<file path="src/rtl/uart_cmd_decoder_if.sv">
// Byte-in / command-out bundle between the UART receiver side and the VGA command consumer.
// The decoder takes the master modport; whoever feeds bytes and accepts commands takes slave.
interface uart_cmd_decoder_if #(
    parameter int X_W = 10,
    parameter int Y_W = 9
);
    logic [8:0]     frame;
    logic           frame_valid;
    logic           cmd_ready;
    logic           cmd_valid;
    logic [1:0]     cmd_op;
    logic [X_W-1:0] cmd_x;
    logic [Y_W-1:0] cmd_y;
    logic [7:0]     cmd_color;
    logic           err_valid;
    logic [2:0]     err_code;

    modport master (
        input  frame, frame_valid, cmd_ready,
        output cmd_valid, cmd_op, cmd_x, cmd_y, cmd_color, err_valid, err_code
    );

    modport slave (
        output frame, frame_valid, cmd_ready,
        input  cmd_valid, cmd_op, cmd_x, cmd_y, cmd_color, err_valid, err_code
    );
endinterface

</file>
<file path="src/rtl/uart_cmd_decoder.sv">
// Assembles sync-framed, XOR-checksummed UART packets into single drawing commands
// with a valid/ready handoff, a one-cycle error pulse and a sticky error code.
module uart_cmd_decoder #(
    parameter int H_ACTIVE       = 640,
    parameter int V_ACTIVE       = 480,
    parameter int X_W            = 10,
    parameter int Y_W            = 9,
    parameter int TIMEOUT_CYCLES = 640
) (
    input  logic              clk,
    input  logic              rst,
    uart_cmd_decoder_if.master bus
);
    localparam int TW = $clog2(TIMEOUT_CYCLES + 1);
    localparam logic [TW-1:0] TMO_LAST = TW'(TIMEOUT_CYCLES - 1);
    localparam logic [15:0]   X_LIM    = 16'(H_ACTIVE);
    localparam logic [15:0]   Y_LIM    = 16'(V_ACTIVE);

    localparam logic [7:0] SYNC     = 8'hA5;
    localparam logic [7:0] OP_PIXEL = 8'h01;
    localparam logic [7:0] OP_FILL  = 8'h02;
    localparam logic [7:0] OP_BG    = 8'h03;

    localparam logic [2:0] ERR_OPCODE  = 3'b001;
    localparam logic [2:0] ERR_CSUM    = 3'b010;
    localparam logic [2:0] ERR_TIMEOUT = 3'b011;
    localparam logic [2:0] ERR_OVERRUN = 3'b100;
    localparam logic [2:0] ERR_RANGE   = 3'b101;

    typedef enum logic [2:0] {
        S_IDLE,
        S_OPCODE,
        S_PAYLOAD,
        S_CHECK,
        S_ISSUE
    } state_t;

    state_t        state;
    logic          frame_valid_q;
    logic [1:0]    op_q;
    logic [2:0]    cnt;
    logic [7:0]    csum;
    logic [7:0]    x_hi, x_lo, y_hi, y_lo, color;
    logic [TW-1:0] tmo;

    logic          byte_stb;
    logic [7:0]    byte_val;
    logic [15:0]   x_full, y_full;
    logic          is_pixel;
    logic          out_of_range;

    assign byte_stb     = bus.frame_valid & ~frame_valid_q;
    assign byte_val     = bus.frame[7:0];
    assign x_full       = {x_hi, x_lo};
    assign y_full       = {y_hi, y_lo};
    assign is_pixel     = (op_q == OP_PIXEL[1:0]);
    assign out_of_range = is_pixel && ((x_full >= X_LIM) || (y_full >= Y_LIM));

    // NOTE: every register here is assigned with <= so all reads in this block see
    // the pre-edge values; blocking assignments would make the result order-dependent.
    always_ff @(posedge clk or posedge rst) begin
        if (rst) begin
            state         <= S_IDLE;
            frame_valid_q <= 1'b0;
            op_q          <= '0;
            cnt           <= '0;
            csum          <= '0;
            x_hi          <= '0;
            x_lo          <= '0;
            y_hi          <= '0;
            y_lo          <= '0;
            color         <= '0;
            tmo           <= '0;
            bus.cmd_valid <= 1'b0;
            bus.cmd_op    <= '0;
            bus.cmd_x     <= '0;
            bus.cmd_y     <= '0;
            bus.cmd_color <= '0;
            bus.err_valid <= 1'b0;
            bus.err_code  <= '0;
        end else begin
            frame_valid_q <= bus.frame_valid;
            bus.err_valid <= 1'b0;

            case (state)
                S_IDLE: begin
                    tmo <= '0;
                    if (byte_stb && byte_val == SYNC)
                        state <= S_OPCODE;
                end

                S_ISSUE: begin
                    tmo <= '0;
                    if (byte_stb) begin
                        bus.err_valid <= 1'b1;
                        bus.err_code  <= ERR_OVERRUN;
                    end
                    if (bus.cmd_ready) begin
                        bus.cmd_valid <= 1'b0;
                        state         <= S_IDLE;
                    end
                end

                default: begin
                    // In-packet states: a byte always beats a coincident timeout.
                    if (byte_stb) begin
                        tmo <= '0;
                        case (state)
                            S_OPCODE: begin
                                if (byte_val == OP_PIXEL || byte_val == OP_FILL ||
                                    byte_val == OP_BG) begin
                                    op_q  <= byte_val[1:0];
                                    cnt   <= (byte_val == OP_PIXEL) ? 3'd5 : 3'd1;
                                    csum  <= byte_val;
                                    state <= S_PAYLOAD;
                                end else begin
                                    bus.err_valid <= 1'b1;
                                    bus.err_code  <= ERR_OPCODE;
                                    state         <= S_IDLE;
                                end
                            end

                            S_PAYLOAD: begin
                                case (cnt)
                                    3'd5:    x_hi  <= byte_val;
                                    3'd4:    x_lo  <= byte_val;
                                    3'd3:    y_hi  <= byte_val;
                                    3'd2:    y_lo  <= byte_val;
                                    default: color <= byte_val;
                                endcase
                                csum <= csum ^ byte_val;
                                cnt  <= cnt - 3'd1;
                                if (cnt == 3'd1)
                                    state <= S_CHECK;
                            end

                            default: begin
                                if (byte_val != csum) begin
                                    bus.err_valid <= 1'b1;
                                    bus.err_code  <= ERR_CSUM;
                                    state         <= S_IDLE;
                                end else if (out_of_range) begin
                                    bus.err_valid <= 1'b1;
                                    bus.err_code  <= ERR_RANGE;
                                    state         <= S_IDLE;
                                end else begin
                                    bus.cmd_valid <= 1'b1;
                                    bus.cmd_op    <= op_q;
                                    bus.cmd_x     <= is_pixel ? x_full[X_W-1:0] : '0;
                                    bus.cmd_y     <= is_pixel ? y_full[Y_W-1:0] : '0;
                                    bus.cmd_color <= color;
                                    state         <= S_ISSUE;
                                end
                            end
                        endcase
                    end else if (tmo == TMO_LAST) begin
                        tmo           <= '0;
                        bus.err_valid <= 1'b1;
                        bus.err_code  <= ERR_TIMEOUT;
                        state         <= S_IDLE;
                    end else begin
                        tmo <= tmo + 1'b1;
                    end
                end
            endcase
        end
    end
endmodule
</file>
<file path="src/flat_wrapper.sv">
// flat-port wrapper written by rule: the top's interface ports become plain ports
module uart_cmd_decoder_flat 
#(
    parameter int H_ACTIVE       = 640,
    parameter int V_ACTIVE       = 480,
    parameter int X_W            = 10,
    parameter int Y_W            = 9,
    parameter int TIMEOUT_CYCLES = 640
)
  (clk, rst, bus_frame, bus_frame_valid, bus_cmd_ready, bus_cmd_valid, bus_cmd_op, bus_cmd_x, bus_cmd_y, bus_cmd_color, bus_err_valid, bus_err_code);
  uart_cmd_decoder_if #(.X_W(X_W), .Y_W(Y_W)) bus_i ();
  input  logic clk;
  input  logic rst;
  input wire logic [$bits(bus_i.frame)-1:0] bus_frame;
  input wire logic [$bits(bus_i.frame_valid)-1:0] bus_frame_valid;
  input wire logic [$bits(bus_i.cmd_ready)-1:0] bus_cmd_ready;
  output wire logic [$bits(bus_i.cmd_valid)-1:0] bus_cmd_valid;
  output wire logic [$bits(bus_i.cmd_op)-1:0] bus_cmd_op;
  output wire logic [$bits(bus_i.cmd_x)-1:0] bus_cmd_x;
  output wire logic [$bits(bus_i.cmd_y)-1:0] bus_cmd_y;
  output wire logic [$bits(bus_i.cmd_color)-1:0] bus_cmd_color;
  output wire logic [$bits(bus_i.err_valid)-1:0] bus_err_valid;
  output wire logic [$bits(bus_i.err_code)-1:0] bus_err_code;
  assign bus_i.frame = bus_frame;
  assign bus_i.frame_valid = bus_frame_valid;
  assign bus_i.cmd_ready = bus_cmd_ready;
  assign bus_cmd_valid = bus_i.cmd_valid;
  assign bus_cmd_op = bus_i.cmd_op;
  assign bus_cmd_x = bus_i.cmd_x;
  assign bus_cmd_y = bus_i.cmd_y;
  assign bus_cmd_color = bus_i.cmd_color;
  assign bus_err_valid = bus_i.err_valid;
  assign bus_err_code = bus_i.err_code;
  uart_cmd_decoder #(.H_ACTIVE(H_ACTIVE), .V_ACTIVE(V_ACTIVE), .X_W(X_W), .Y_W(Y_W), .TIMEOUT_CYCLES(TIMEOUT_CYCLES)) u_core (.clk(clk), .rst(rst), .bus(bus_i));
endmodule
</file>
<file path="config.mk">
export PLATFORM = sky130hd
export DESIGN_NAME = uart_cmd_decoder_flat
export DESIGN_NICKNAME = d
export VERILOG_FILES = /design/src/rtl/uart_cmd_decoder_if.sv /design/src/rtl/uart_cmd_decoder.sv /design/src/flat_wrapper.sv
export SDC_FILE = /design/constraint.sdc
export NUM_CORES = 1
export LEC_CHECK = 0
export BUFFER_PORTS_ARGS = -buffer_cell sky130_fd_sc_hd__buf_4
export CELL_PAD_IN_SITES_DETAIL_PLACEMENT = 0
export CELL_PAD_IN_SITES_GLOBAL_PLACEMENT = 2
export CORE_ASPECT_RATIO = 0.5
export CORE_UTILIZATION = 27
export CTS_CLUSTER_SIZE = 16
export DETAILED_ROUTE_END_ITERATION = 16
export PLACE_DENSITY = 0.72
export SLEW_MARGIN = 10
export SYNTH_ARGS = -nofsm -noshare
export SYNTH_HDL_FRONTEND = slang
export SYNTH_SLANG_ARGS = --single-unit
</file>
<file path="constraint.sdc">
create_clock -name clk -period 3.5 [get_ports clk]
set_input_delay 0.875 -clock clk [delete_from_list [all_inputs] [get_ports clk]]
set_output_delay 0.875 -clock clk [all_outputs]
set_load 0.03 [all_outputs]
</file>
==> out/qor.csv <==
stage;metric;value;unit
setup_path;CP Class;reg2reg;
placed_design;GP Congestion;0.742;
setup_path;Req. time, crit path;3.73;ns
pwr;Max VDD drop;224;uV
global_route;grt met2 use;17.4;%
setup_path;start of the worst register-to-register path;u_core.x_hi[4]$_DFFE_PP0P_;
finish;number of fill cells in the layout;1646;
clocking;TritonCTS Buffers;9;
global_route;vias in the first global route;2869;
setup_path;CP arrival;3.00;ns
drt;final wirelength;9.73;mm
timing;period utilization;79.4;%
setup_path;CP max FO;16;
pwr;Int Pwr;1.82;mW
pwr;Leak;2.74;nW
global_route;met1 usage;17.9;%
synthesis;Main synth FF type;dfrtp_1;
job;max cap viols;0;
die;Die H;93.6;um
synthesis;Gate Count Post-Synth;381;
clocking;PostCTS Resize Cnt;0;
die;die area;17300;sq um
synthesis;Yosys cell types;48;
clocking;CTS clk-pin slew, worst paths;0.08;ns
clocking;CTS Hold Bufs;0;
setup_path;CP Capture Type;register;
synthesis;Area contributors post-synth;dfrtp_1 56%, mux2_2 13%, mux2i_1 4.2%;
die;IO Count;47;
synthesis;register area share after synthesis;55.8;%
clocking;Clock Latency Late Sink;0.35;ns
clocking;CTS Root Cell;clkbuf_16;
setup_path;worst r2r path cells;5;
timing;Hold Fails Final Rpt;0;
synthesis;fraction of registers with async set/reset;100;%
drt;vias;2925;
timing;final setup fails;0;
timing;Max-slew headroom;57.3;%
synthesis;Post-synth EDFFs;0;
synthesis;warnings from Yosys;0;
global_route;largest net degree at the start of global routing;102;
die;core area;16400;sq um
finish;Layout Utilization;33.0;%
placed_design;Post-Place Cells;639;
drt;via/cell ratio;4.47;
clocking;H-Tree Depth;3;
synthesis;top cell type by total area after synthesis;dfrtp_1;
synthesis;Cell Area, Synth;4530;sq um
placed_design;dpl hpwl;6.41;mm
finish;most common cell after layout, fill and taps aside;dfrtp_1;
finish;share of layout cells above drive strength 1;30.1;%
synthesis;adder-cell share of the synthesized area;1.88;%
global_route;first-pass GRT wire length;16.0;mm
drt;drt drc;0;
global_route;gr busiest metal;met1;
clocking;Clock Path Buffers;2;
pwr;cell area power density;470;nW/um^2
finish;Area growth, synth to finish;19.4;%
global_route;met3 Resource Use GR;3.93;%
global_route;antenna violations before repair;0;
timing;Layout Skew;0.0116;ns
drt;drt pass-1 iters;4;
setup_path;start point of the critical path;u_core.x_hi[4]$_DFFE_PP0P_;
finish;Diodes inserted;0;
timing;max-slew violations;0;
pwr;Net Sw Frac;28.5;%
finish;Layout Nets;442;
die;Die Width;185;um
run_status;outcome;finished, final reports clean;
timing;Final Critical Period;2.78;ns
synthesis;flop and latch count out of synthesis;101;
synthesis;Synth Area in Compound Gates;6.71;%
pwr;Flop pwr share;49.7;%
finish;most frequent cells in the layout;101 x dfrtp_1, 51 x mux2_2, 50 x buf_4;
setup_path;setup slack, reg-to-reg;0.72;ns
setup_path;Critical Path Source Type;register;
synthesis;xor-xnor portion of the synthesized cell area;3.09;%
placed_design;number of buffers added on ports;45;
pwr;Combinational Power Share;11.5;%
pwr;clock power share;38.9;%
drt;routed len/inst;14.8;um
min_path;HP Class;reg2reg;
timing;Max Fclk;0.360;GHz
setup_path;Worst R2R End;u_core.bus.cmd_y[5]$_DFFE_PP0P_;
synthesis;syn_area_per_cell;11.9;sq um
synthesis;share of the synthesized area in the top cell type;55.8;%
drt;Final ANT Viol Nets;0;
timing;Sum Neg Setup Slack;0;ns
synthesis;mux cell area share after synthesis;17.6;%
global_route;Overflow after GRT;0;
setup_path;Critical Path End;u_core.bus.cmd_y[5]$_DFFE_PP0P_;
pwr;NetSw;0.724;mW
timing;unrepaired setup endpoints after global routing;no;
clocking;clk sink count;101;
synthesis;Simple-Gate Fraction of Synth Area;10.4;%
global_route;aggregate global-route resource usage;12.4;%
timing;Worst Max-Slew Pin Slew;0.634;ns
synthesis;largest family of logic cells by synthesized area;multiplexers;
die;FP Rows;33;
drt;initial DRC count;223;
clocking;postcts setup bufs;0;
clocking;CTS tree;built;
finish;Non-Filler Instances;655;
die;initial core utilization;27.6;%
synthesis;Syn Nets;400;
worst max-delay path: stages, from the launching register on:
cell and delay [ns]:
dfrtp_1 0.38, or4_1 0.55, o41ai_2 0.61, nand3_2 0.54
buf_4 0.41, mux2i_1 0.15
flip-flops by register name (all words and copies together) (netlist names), 3 cells and up:
name,count
u_core.bus.cmd_x,10
u_core.tmo,10
u_core.bus.cmd_y,9
u_core.bus.cmd_color,8
u_core.color,8
u_core.csum,8
u_core.x_hi,8
u_core.x_lo,8
u_core.y_hi,8
u_core.y_lo,8
u_core.bus.err_code,3
u_core.cnt,3
u_core.state,3
metal layers:
metal  wire length [um]  part of all wire, %
met2               4160                   43
met4                109                  1.1
met5                  0                    0
met1               5120                   53
met3                332                  3.4
layout make-up:
| type | instances | area, sq um | area share, % |
|---|---|---|---|
| Clock inverter | 7 | 66.3 | 1.23 |
| Sequential cell | 101 | 2530 | 46.7 |
| Multi-Input combinational cell | 232 | 1810 | 33.4 |
| Tap cell | 227 | 284 | 5.25 |
| Inverter | 28 | 109 | 2.01 |
| Timing Repair Buffer | 51 | 395 | 7.30 |
| Clock buffer | 9 | 225 | 4.16 |
power by group through the flow:
stage / sequential (mW) / combinational [mW] / clock [mW]
after floorplan: 1.30 / 0.182 / 0
after global placement: 1.29 / 0.299 / 0
after detailed placement: 1.29 / 0.299 / 0
after CTS: 1.26 / 0.300 / 1.02
after global routing: 1.27 / 0.330 / 1.07
final: 1.26 / 0.292 / 0.990
per-stage QoR:
step	worst slack, ns	cell area, sq um	hold slack [ns]	power (mW)
5_1_grt	0.509	5410	0.510	2.67
6_report	0.722	5410	0.501	2.54
3_5_place_dp	0.476	5120	0.488	1.59
4_1_cts	0.697	5410	0.504	2.59
2_1_floorplan	0.930	4540	0.452	1.49
3_3_place_gp	0.465	5120	0.468	1.58
cells in the mapped netlist (3+ instances only):
cell      count
o21ai_0       6
nand2_1      26
nor3_1        3
clkbuf_1      8
mux2_1        3
nand2b_1      3
nor2_1       24
a21oi_1      12
nor3b_1       3
ha_1          6
and3_1        3
buf_2        10
mux2i_1      19
xor2_1       14
nand4_1       4
nand3_1      11
a311oi_1      7
mux2_2       51
nor4_1        3
dfrtp_1     101
inv_1        28
worst min path at each step:
stage               depth (start not counted)                        start                                  end  slack [ns]
floorplan                                   1  u_core.color[6]$_DFFE_PP0P_  u_core.bus.cmd_color[6]$_DFFE_PP0P_        0.45
global placement                            1  u_core.color[6]$_DFFE_PP0P_  u_core.bus.cmd_color[6]$_DFFE_PP0P_        0.47
detailed placement                          1  u_core.color[6]$_DFFE_PP0P_  u_core.bus.cmd_color[6]$_DFFE_PP0P_        0.49
CTS                                         1  u_core.color[6]$_DFFE_PP0P_  u_core.bus.cmd_color[6]$_DFFE_PP0P_        0.50
global route                                1   u_core.x_hi[7]$_DFFE_PP0P_           u_core.x_hi[7]$_DFFE_PP0P_        0.51
finish                                      1  u_core.color[6]$_DFFE_PP0P_  u_core.bus.cmd_color[6]$_DFFE_PP0P_        0.50
kinds of logic after synthesis:
logic type | count (synthesis)
compound gates | 43
xor+xnor | 16
fa+ha+maj | 7
buf+inv | 48
flops | 101
mux | 73
simple gates | 93
No activity file was read; power rests on OpenSTA's default activity.
